File: src/rtl/cpu_core_pkg.sv
// Shared definitions for the multicycle core: opcodes, instruction field slices
// and the controller state encoding.
package cpu_core_pkg;

   localparam int INSTR_BITS = 16;

   localparam int OP_MSB  = 15;
   localparam int OP_LSB  = 12;
   localparam int RD_MSB  = 11;
   localparam int RD_LSB  = 8;
   localparam int RS1_MSB = 7;
   localparam int RS1_LSB = 4;
   localparam int RS2_MSB = 3;
   localparam int RS2_LSB = 0;
   localparam int IMM_MSB = 7;
   localparam int IMM_LSB = 0;

   localparam logic [3:0] OP_NOP  = 4'h0;
   localparam logic [3:0] OP_ADD  = 4'h1;
   localparam logic [3:0] OP_SUB  = 4'h2;
   localparam logic [3:0] OP_AND  = 4'h3;
   localparam logic [3:0] OP_OR   = 4'h4;
   localparam logic [3:0] OP_XOR  = 4'h5;
   localparam logic [3:0] OP_LDI  = 4'h6;
   localparam logic [3:0] OP_MOV  = 4'h7;
   localparam logic [3:0] OP_JMP  = 4'h8;
   localparam logic [3:0] OP_BEQZ = 4'h9;
   localparam logic [3:0] OP_HALT = 4'hF;

   typedef enum logic [2:0] {
      StIdle,
      StFetch,
      StDecode,
      StExecute,
      StWriteback,
      StHalted
   } state_e;

   function automatic logic op_writes_reg(input logic [3:0] op);
      return (op >= OP_ADD) && (op <= OP_MOV);
   endfunction

   function automatic logic op_sets_flags(input logic [3:0] op);
      return (op >= OP_ADD) && (op <= OP_XOR);
   endfunction

   // A..E are unassigned; they run as NOP but are reported.
   function automatic logic op_is_illegal(input logic [3:0] op);
      return (op >= 4'hA) && (op <= 4'hE);
   endfunction

endpackage

File: src/rtl/cpu_regfile.sv
// Register file: two combinational read ports, one synchronous write port,
// asynchronous active-low clear. Indices at or above NREGS are inert.
module cpu_regfile
   import cpu_core_pkg::*;
#(
   parameter int unsigned DATA_W = 8,
   parameter int unsigned NREGS  = 16
) (
   input  logic              clk,
   input  logic              reset,
   input  logic [3:0]        read_address1,
   input  logic [3:0]        read_address2,
   output logic [DATA_W-1:0] read_data1,
   output logic [DATA_W-1:0] read_data2,
   input  logic [3:0]        write_address,
   input  logic              write_enable,
   input  logic [DATA_W-1:0] write_data
);

   // Full 4-bit index space; entries >= NREGS are never written and stay zero.
   logic [DATA_W-1:0] regs_q [16];

   always_ff @(posedge clk or negedge reset) begin
      if (!reset) begin
         for (int i = 0; i < 16; i++) begin
            regs_q[i] <= '0;
         end
      end else if (write_enable && (32'(write_address) < NREGS)) begin
         regs_q[write_address] <= write_data;
      end
   end

   always_comb begin
      read_data1 = '0;
      read_data2 = '0;
      if (32'(read_address1) < NREGS) read_data1 = regs_q[read_address1];
      if (32'(read_address2) < NREGS) read_data2 = regs_q[read_address2];
   end

endmodule

File: src/rtl/multicycle_cpu_core.sv
// Multicycle core: FETCH/DECODE/EXECUTE/WRITEBACK controller with a handshaked
// instruction port, inline ALU, Z/C flags, halt and sticky illegal-opcode flag.
module multicycle_cpu_core
   import cpu_core_pkg::*;
#(
   parameter int unsigned DATA_W  = 8,
   parameter int unsigned ADDR_W  = 8,
   parameter int unsigned NREGS   = 16,
   parameter int unsigned INSTR_W = 16
) (
   input  logic               clk,
   input  logic               reset,
   input  logic               run,
   output logic               imem_req,
   output logic [ADDR_W-1:0]  imem_addr,
   input  logic               imem_ack,
   input  logic [INSTR_W-1:0] imem_rdata,
   output logic [ADDR_W-1:0]  pc_address,
   output logic [INSTR_W-1:0] ir_instruction,
   output logic [3:0]         read_address1,
   output logic [3:0]         read_address2,
   output logic [DATA_W-1:0]  read_data1,
   output logic [DATA_W-1:0]  read_data2,
   output logic [3:0]         write_address,
   output logic               write_enable,
   output logic [DATA_W-1:0]  result,
   output logic               flag_z,
   output logic               flag_c,
   output logic               halted,
   output logic               illegal
);

   state_e state_q, state_d;

   logic [ADDR_W-1:0]  pc_q, next_pc_q, next_pc_d, pc_inc, imm_pc;
   logic [INSTR_W-1:0] ir_q;
   logic [DATA_W-1:0]  result_q, alu_res;
   logic               z_q, c_q, illegal_q, alu_c;
   logic [DATA_W:0]    add_full, sub_full;

   logic [3:0] op, rd, rs1, rs2;
   logic [7:0] imm8;

   assign op   = ir_q[OP_MSB:OP_LSB];
   assign rd   = ir_q[RD_MSB:RD_LSB];
   assign rs1  = ir_q[RS1_MSB:RS1_LSB];
   assign rs2  = ir_q[RS2_MSB:RS2_LSB];
   assign imm8 = ir_q[IMM_MSB:IMM_LSB];

   // BEQZ tests R[rd], so port 1 is steered to rd for that opcode.
   assign read_address1 = (op == OP_BEQZ) ? rd : rs1;
   assign read_address2 = rs2;
   assign write_address = rd;

   cpu_regfile #(
      .DATA_W (DATA_W),
      .NREGS  (NREGS)
   ) u_regfile (
      .clk           (clk),
      .reset         (reset),
      .read_address1 (read_address1),
      .read_address2 (read_address2),
      .read_data1    (read_data1),
      .read_data2    (read_data2),
      .write_address (write_address),
      .write_enable  (write_enable),
      .write_data    (result_q)
   );

   // SUB as a + ~b + 1 so the carry out is the no-borrow indication.
   assign add_full = {1'b0, read_data1} + {1'b0, read_data2};
   assign sub_full = {1'b0, read_data1} + {1'b0, ~read_data2} + (DATA_W+1)'(1);

   always_comb begin
      alu_res = '0;
      alu_c   = 1'b0;
      case (op)
         OP_ADD:  {alu_c, alu_res} = add_full;
         OP_SUB:  {alu_c, alu_res} = sub_full;
         OP_AND:  alu_res = read_data1 & read_data2;
         OP_OR:   alu_res = read_data1 | read_data2;
         OP_XOR:  alu_res = read_data1 ^ read_data2;
         OP_LDI:  alu_res = DATA_W'(imm8);
         OP_MOV:  alu_res = read_data1;
         default: ;
      endcase
   end

   assign pc_inc = pc_q + ADDR_W'(1);
   assign imm_pc = imm8[ADDR_W-1:0];

   always_comb begin
      next_pc_d = pc_inc;
      if (op == OP_JMP) begin
         next_pc_d = imm_pc;
      end else if ((op == OP_BEQZ) && (read_data1 == '0)) begin
         next_pc_d = imm_pc;
      end
   end

   always_comb begin
      state_d      = state_q;
      imem_req     = 1'b0;
      write_enable = 1'b0;
      halted       = 1'b0;
      case (state_q)
         StIdle: begin
            if (run) state_d = StFetch;
         end
         StFetch: begin
            imem_req = 1'b1;
            if (imem_ack) state_d = StDecode;
         end
         StDecode:  state_d = StExecute;
         StExecute: state_d = StWriteback;
         StWriteback: begin
            write_enable = op_writes_reg(op);
            if (op == OP_HALT) begin
               state_d = StHalted;
            end else if (run) begin
               state_d = StFetch;
            end else begin
               state_d = StIdle;
            end
         end
         StHalted: halted = 1'b1;
         default:  state_d = StIdle;
      endcase
   end

   always_ff @(posedge clk or negedge reset) begin
      if (!reset) begin
         state_q   <= StIdle;
         pc_q      <= '0;
         next_pc_q <= '0;
         ir_q      <= '0;
         result_q  <= '0;
         z_q       <= 1'b0;
         c_q       <= 1'b0;
         illegal_q <= 1'b0;
      end else begin
         state_q <= state_d;
         case (state_q)
            StFetch: begin
               if (imem_ack) ir_q <= imem_rdata;
            end
            StExecute: begin
               result_q  <= alu_res;
               next_pc_q <= next_pc_d;
               if (op_sets_flags(op)) begin
                  z_q <= (alu_res == '0);
                  c_q <= alu_c;
               end
               if (op_is_illegal(op)) illegal_q <= 1'b1;
            end
            StWriteback: pc_q <= next_pc_q;
            default: ;
         endcase
      end
   end

   assign imem_addr      = pc_q;
   assign pc_address     = pc_q;
   assign ir_instruction = ir_q;
   assign result         = result_q;
   assign flag_z         = z_q;
   assign flag_c         = c_q;
   assign illegal        = illegal_q;

endmodule

File: config.mk
export PLATFORM = sky130hd
export DESIGN_NAME = multicycle_cpu_core
export DESIGN_NICKNAME = d
export VERILOG_FILES = /design/src/rtl/cpu_core_pkg.sv /design/src/rtl/cpu_regfile.sv /design/src/rtl/multicycle_cpu_core.sv
export SDC_FILE = /design/constraint.sdc
export NUM_CORES = 1
export LEC_CHECK = 0
export CORE_ASPECT_RATIO = 1.5
export CORE_MARGIN = 2
export CORE_UTILIZATION = 40
export DETAILED_ROUTE_END_ITERATION = 16
export PLACE_DENSITY = 0.67
export SLEW_MARGIN = 20
export SYNTH_ARGS = -nofsm -noshare
export SYNTH_HDL_FRONTEND = slang
export SYNTH_SLANG_ARGS = --single-unit
export TNS_END_PERCENT = 10
File: constraint.sdc
create_clock -name clk -period 4.5 [get_ports clk]
set_clock_uncertainty 0.15 [all_clocks]
set_input_delay 0.45 -clock clk [delete_from_list [all_inputs] [get_ports clk]]
set_output_delay 0.45 -clock clk [all_outputs]
set_load 0.01 [all_outputs]
# Yosys cells after proc, flatten, opt, wreduce, memory -nomap -nowiden

Cells that the tools add are included.

Add/subtract/negate cells: 4
Order comparisons: 9
Equality and inequality tests: 17
Multiplexer cells: 22
Bitwise operators: 8
Reduce and logical (&&, ||, !) cells: 12

Operators with widths:

| cell                                                           | number |
|---|---|
| bitwise mux 128 bit                                            | 1 |
| binary-select mux 8 bit (select 4 bit)                         | 2 |
| 2-to-1 mux 8 bit                                               | 7 |
| one-hot mux 8 bit (7 select lines)                             | 1 |
| demux 8 bit (select 4 bit)                                     | 1 |
| adder 8 x 8 -> 9 bit                                           | 2 |
| one-hot mux 3 bit (6 select lines)                             | 1 |
| == test 4 x 3 -> 1 bit, second input constant                  | 4 |
| logical NOT 8 bit                                              | 2 |
| >= comparator 5 bit, second input constant                     | 3 |
| inverter 4 -> 5 bit                                            | 3 |
| == test 4 bit, second input constant                           | 3 |
| adder 9 x 1 -> 9 bit, second input constant                    | 1 |
| 2-to-1 mux 3 bit                                               | 3 |
| adder 8 x 1 -> 8 bit, second input constant                    | 1 |
| AND 8 bit                                                      | 1 |
| == test 4 x 2 -> 1 bit, second input constant                  | 2 |
| less-or-equal comparator 4 x 3 -> 1 bit, second input constant | 2 |
| inverter 8 bit                                                 | 1 |
| OR 8 bit                                                       | 1 |
| XOR 8 bit                                                      | 1 |
| == test 3 x 2 -> 1 bit, second input constant                  | 2 |
| == test 3 bit, second input constant                           | 2 |
| AND reduction 2 bit                                            | 3 |
| other kinds (14)                                               | 22 |

Register bits after elaboration: 174
Input bits: 20

# Logic depth before layout (Yosys ltp)

Word-level depth: 10
Mapped depth: 22
Mapped depth without buffers: 19

# By module

From an unflattened synthesis, not the netlist that was laid out.

Cell total of the unflattened synthesis: 827
Area total of the unflattened synthesis: 10453.8 um^2

Modules (own cells, without submodules):

| module              | instances | cells an instance | area each (um^2) |
|---|---|---|---|
| cpu_regfile         | 1         | 435               | 6855.3 |
| multicycle_cpu_core | 1         | 392               | 3598.5 |

# Worst setup path before layout

Ideal clock, no wire load.

Path type: register to register
From: register ir_q[13] (netlist: ir_instruction[13])
To: register z_q (netlist: flag_z)
Setup time: 110 ps
Data arrival time: 4534 ps
Path slack: -294 ps
Cell stages (with the launch flop): 22
Buffers on the path: 3
Clock period less this slack: 4794 ps
Path through: dfrtp_1 > buf_4 > and4bb_1 > buf_6 > mux2i_4 > clkbuf_1 > nand2_1 > a221oi_1 > a21oi_1 > o21ai_0 > inv_1 > ha_1 > fa_1 > o21bai_1 > a21oi_1 > o21bai_1 > a21o_1 > o32a_1 > a22oi_1 > a211oi_1 > nand3_1 > o41ai_1

Longest elaborated chain between the ends: 10
Elaborated cells on any way between the ends: 25
Those cells by class: add/sub (3); order compare (2); eq/ne (8); mux (5); bitwise (4); reduce/logical (3)

Ends and longest elaborated chain:

| what                                                   | line                       | text |
|---|---|---|
| start: declaration                                     | multicycle_cpu_core.sv:36  | `logic [INSTR_W-1:0] ir_q;` |
| start signal: assignment                               | multicycle_cpu_core.sv:145 | `if (imem_ack) ir_q <= imem_rdata;` |
| == test 4 bit *                                        | multicycle_cpu_core.sv:51  | `assign read_address1 = (op == OP_BEQZ) ? rd : rs1;` |
| 2-to-1 mux 4 bit *                                     | multicycle_cpu_core.sv:51  |  |
| inverter 4 -> 5 bit (not written as such) *            | cpu_regfile.sv:36          | `if (32'(read_address1) < NREGS) read_data1 = regs_q[read_address1];` |
| binary-select mux 8 bit (select 4 bit) *               | cpu_regfile.sv:36          |  |
| 2-to-1 mux 8 bit (not written as such) * (2 in series) | cpu_regfile.sv:36          |  |
| via read_data1[0]                                      | multicycle_cpu_core.sv:22  | `output logic [DATA_W-1:0] read_data1,` |
| adder 8 x 8 -> 9 bit                                   | multicycle_cpu_core.sv:72  | `assign sub_full = {1'b0, read_data1} + {1'b0, ~read_data2} + (DATA_W+1)'(1);` |
| adder 9 x 1 -> 9 bit                                   | multicycle_cpu_core.sv:72  |  |
| one-hot mux 8 bit (7 select lines) *                   | multicycle_cpu_core.sv:77  | `case (op)` |
| logical NOT 8 bit *                                    | multicycle_cpu_core.sv:151 | `z_q <= (alu_res == '0);` |
| end signal: assignment                                 | multicycle_cpu_core.sv:151 |  |
| end: declaration                                       | multicycle_cpu_core.sv:38  | `logic z_q, c_q, illegal_q, alu_c;` |

Mark *: on every way through the listed nets, which the timed path passes. The rest lies on a longest branch. The select of a mux whose other input is x is not followed.
A chain may end at the register's enable or synchronous reset.

# Final worst setup path

From: register ir_q[13] (netlist: ir_instruction[13])
To: register z_q (netlist: flag_z)

Longest elaborated chain between the ends: 10
Elaborated cells on any way between the ends: 25
Those cells by class: add/sub (3); order compare (2); eq/ne (8); mux (5); bitwise (4); reduce/logical (3)

Ends and longest elaborated chain:

| what                                                 | line |
|---|---|
| == test 4 bit                                        | multicycle_cpu_core.sv:51 |
| 2-to-1 mux 4 bit                                     | multicycle_cpu_core.sv:51 |
| inverter 4 -> 5 bit (not written as such)            | cpu_regfile.sv:36 |
| binary-select mux 8 bit (select 4 bit)               | cpu_regfile.sv:36 |
| 2-to-1 mux 8 bit (not written as such) (2 in series) | cpu_regfile.sv:36 |
| adder 8 x 8 -> 9 bit                                 | multicycle_cpu_core.sv:72 |
| adder 9 x 1 -> 9 bit                                 | multicycle_cpu_core.sv:72 |
| one-hot mux 8 bit (7 select lines)                   | multicycle_cpu_core.sv:77 |
| logical NOT 8 bit                                    | multicycle_cpu_core.sv:151 |

Several ways; a longest one is shown, not always the timed one. The select of a mux whose other input is x is not followed.

==> flow_summary.yaml <==
run_status:
  status: "complete, but fails checks"
  violations: "hold timing"
hold_path:
  worstHoldPathType: "in -> async"
sta:
  worst_slack_ps: 140.2
  rsz0062_at_grt: "yes"
  worst_pin_slew_ps: 916.4
  hold_viol_final: 9
  fin_hold_ws_ps: -7.099
  setup_viol: 0
  fmax_ghz: 0.2294
  finalCriticalPeriod_ps: 4360
  relSlewSlack_pct: 38.44
  fin_crit_sh_pct: 96.89
  drv_slew: 0
placement:
  place_ws_ps: -68.54
  place_area_sq_um: 11750
  place_inst: 1260
  port_buffers: 93
  gp_congestion: 0.9383
  hpwl_um: 22140
power_and_ir_drop:
  finalPower_mw: 8.281
  p_per_area_nw_per_um2: 662.4
  p_leak_nw: 5.516
  ir_worst_vdd_mv: 0.3289
cts:
  clock_path_buffers: 2
  cts_tree: "yes"
  cts.sinks: 174
  clk_pin_slew_ps: 70
  numCtsBuffers: 17
  h-tree-depth: 4
  clk_latency_ps: 450
  root_buffer: "clkbuf_16"
worst_setup_path:
  crit_arrival_ps: 4560
  r2r_cells: 18
  cp_max_fo: 22
  crit_type: "reg -> reg"
  worstReg2RegStart: "ir_instruction[13]$_DFFE_PN0P_"
  cp-end-kind: "register"
  r2r_slack_ps: 140
  reg2reg_to: "flag_z$_DFFE_PN0P_"
  cp-start-kind: "register"
  required_ps: 4700
finish:
  instances_no_fill: 1300
  final_area_sq_um: 12500
  nNetsFinal: 1006
  multi_input_area_sq_um: 5583
  diodes: 0
  seq_area_sq_um: 4355
  fillers: 2252
  syn2layout_area_growth_pct: 21.50
  post_route_cells_drive_above_1_share_pct: 35.91
global_route:
  grt_max_degree: 111
  track_usage_pct: 23.30
  antenna_found_initial: 0
  overflow: 0
  grt_pass1_wl_um: 47340
  grt_pass1_vias: 7895
routing:
  vias_per_cell: 5.891
  ant_nets: 0
  first_pass_iters: 5
  drc: 0
  wire_per_inst_um: 23.68
  drt_iter0_markers: 668
  wl_met2_um: 15270
  met3_length_um: 1501
  highest-signal-layer: "met4"
  wl_um: 30780
  route.vias.total: 7658
  wl_met1_um: 12420
yosys:
  synth-main-ff-cell: "dfrtp_1"
  ys_seq_elements: 174
  async_flop_share_pct: 100.0
  yosys_warnings: 0
  synth_cell_type_count: 63
  synth.avg_cell_area_sq_um: 12.06
  synth_top_area_share_pct: 42.32
  synth-edff-count: 0
  synth_seq_area_share_pct: 42.32
  synth_top_area_cell: "dfrtp_1"
  ys_top_cells_by_area: "dfrtp_1 (42%), mux2_2 (17%), mux4_2 (11%), ha_1 (3.0%), nand2_1 (2.9%)"
  synthCells: 853
  synth_nets: 900
  synth_area_sq_um: 10290
die:
  core_area_sq_um: 25230
  io_pins: 94
  initial_core_util_pct: 40.79
  die_area_sq_um: 27050
  die_w_um: 135.0
  die_h_um: 200.4
  rows: 71
job:
  maxCapViolations: 0
-- Yosys cell counts, drive strengths merged (9+ instances only) --
library cell,instances
nor2,18
ha,25
mux4,51
nand2,80
nor3,9
a21oi,34
nand4,11
dfrtp,174
buf,33
nand3,17
a22oi,23
clkbuf,37
mux2,153
o211ai,11
mux2i,28
inv,27
o21ai,22
-- where the power goes --
part | leakage (nW) | switching (mW) | internal [mW] | total [mW]
combinational | 2.87 | 2.34 | 2.11 | 4.46
clock | 0.280 | 0.707 | 0.799 | 1.51
sequential | 2.37 | 0.473 | 1.85 | 2.32
-- sequential cells by signal (all words and copies together) (netlist names) --
| register | count |
|---|---|
| u_regfile.regs_q | 128 |
| ir_instruction | 16 |
| imem_addr | 8 |
| next_pc_q | 8 |
| result | 8 |
| state_q | 3 |
| flag_c | 1 |
| flag_z | 1 |
| illegal | 1 |
-- worst max path at each step --
stage,start,to,slack [ps],depth (start not counted)
after floorplan,ir_instruction[13]$_DFFE_PN0P_,flag_z$_DFFE_PN0P_,80,20
after global placement,ir_instruction[14]$_DFFE_PN0P_,flag_z$_DFFE_PN0P_,60,19
after detailed placement,ir_instruction[14]$_DFFE_PN0P_,flag_z$_DFFE_PN0P_,-70,19
after CTS,ir_instruction[14]$_DFFE_PN0P_,flag_z$_DFFE_PN0P_,20,18
after global routing,ir_instruction[13]$_DFFE_PN0P_,flag_z$_DFFE_PN0P_,-40,18
final,ir_instruction[13]$_DFFE_PN0P_,flag_z$_DFFE_PN0P_,140,18
-- layer usage --
metal | GRT usage (%) | vias to the layer above
li1 | - | 3378
met4 | 12.09 | 0
met1 | 28.47 | 3935
met2 | 39.30 | 266
met3 | 3.889 | 79
met5 | 0 | -
-- per-stage QoR --
step	utilization, %	TNS, ps
floorplan	-	0
global placement	46.53	0
detailed placement	46.55	-68.54
CTS	48.92	0
global route	49.55	-73.56
finish	49.55	0
-- worst max-delay path, stage by stage, from the launching register on --
cell and delay, ps:
dfrtp_1 380, and4bb_2 350, buf_6 160, mux2i_4 290, inv_4 110, buf_12 180, mux4_2 440, mux2i_2 190
mux2i_1 140, ha_1 380, inv_1 110, a21oi_2 190, o21bai_1 120, a21o_1 190, a21oi_1 140, a22oi_1 130
a211oi_2 270, nand3_1 120, o41ai_2 200
-- layout make-up --
class | count | share of cell area, %
clock buffer | 18 | 3.513
clock inverter | 14 | 1.181
inverter | 27 | 0.8507
multi-input combinational | 582 | 44.66
sequential | 174 | 34.84
tap | 328 | 3.283
timing repair buffer | 157 | 11.68
-- placed cells by master, fill, tap and decap left out, types with 4 or more instances in the layout --
cell,count
mux2i_1,22
or3_1,4
dfrtp_1,173
inv_1,22
nand2b_1,6
o21bai_1,5
a21o_1,6
mux2_2,153
nor2b_1,5
nor3b_1,4
nand3_1,17
clkdlybuf4s50_1,92
clkbuf_16,17
o211ai_2,6
nand2_1,80
nor2_1,14
nand4_1,11
a32oi_1,6
xnor2_1,8
a21oi_2,5
ha_1,23
and2_1,4
a22oi_1,23
inv_6,5
buf_4,59
and3_1,8
nor3_1,6
mux4_2,51
o21ai_0,21
a21oi_1,29
o211ai_1,5
-- what timing repair did --
| item | in CTS | in global routing |
|---|---|---|
| endpoints found under the setup margin | 1 | 4 |
| hold buffers | 0 | 0 |
| setup buffers | 0 | 8 |
| pin swaps | 0 | 11 |
| gates resized for setup | 2 | 28 |
-- logic make-up (layout without fill, tap and decap cells) --
group	after synthesis	in the layout	share of synthesized area, %
flip-flops	174	174	42.32
multiplexers	232	232	30.87
XOR/XNOR	11	11	0.9364
buffers and inverters	97	216	4.633
AND/OR/NAND/NOR	174	174	8.244
adder cells (fa/ha/maj)	27	27	3.429
AO/OA/AOI/OAI	138	138	9.570
Note: power is estimated with default switching activity, not from simulation.
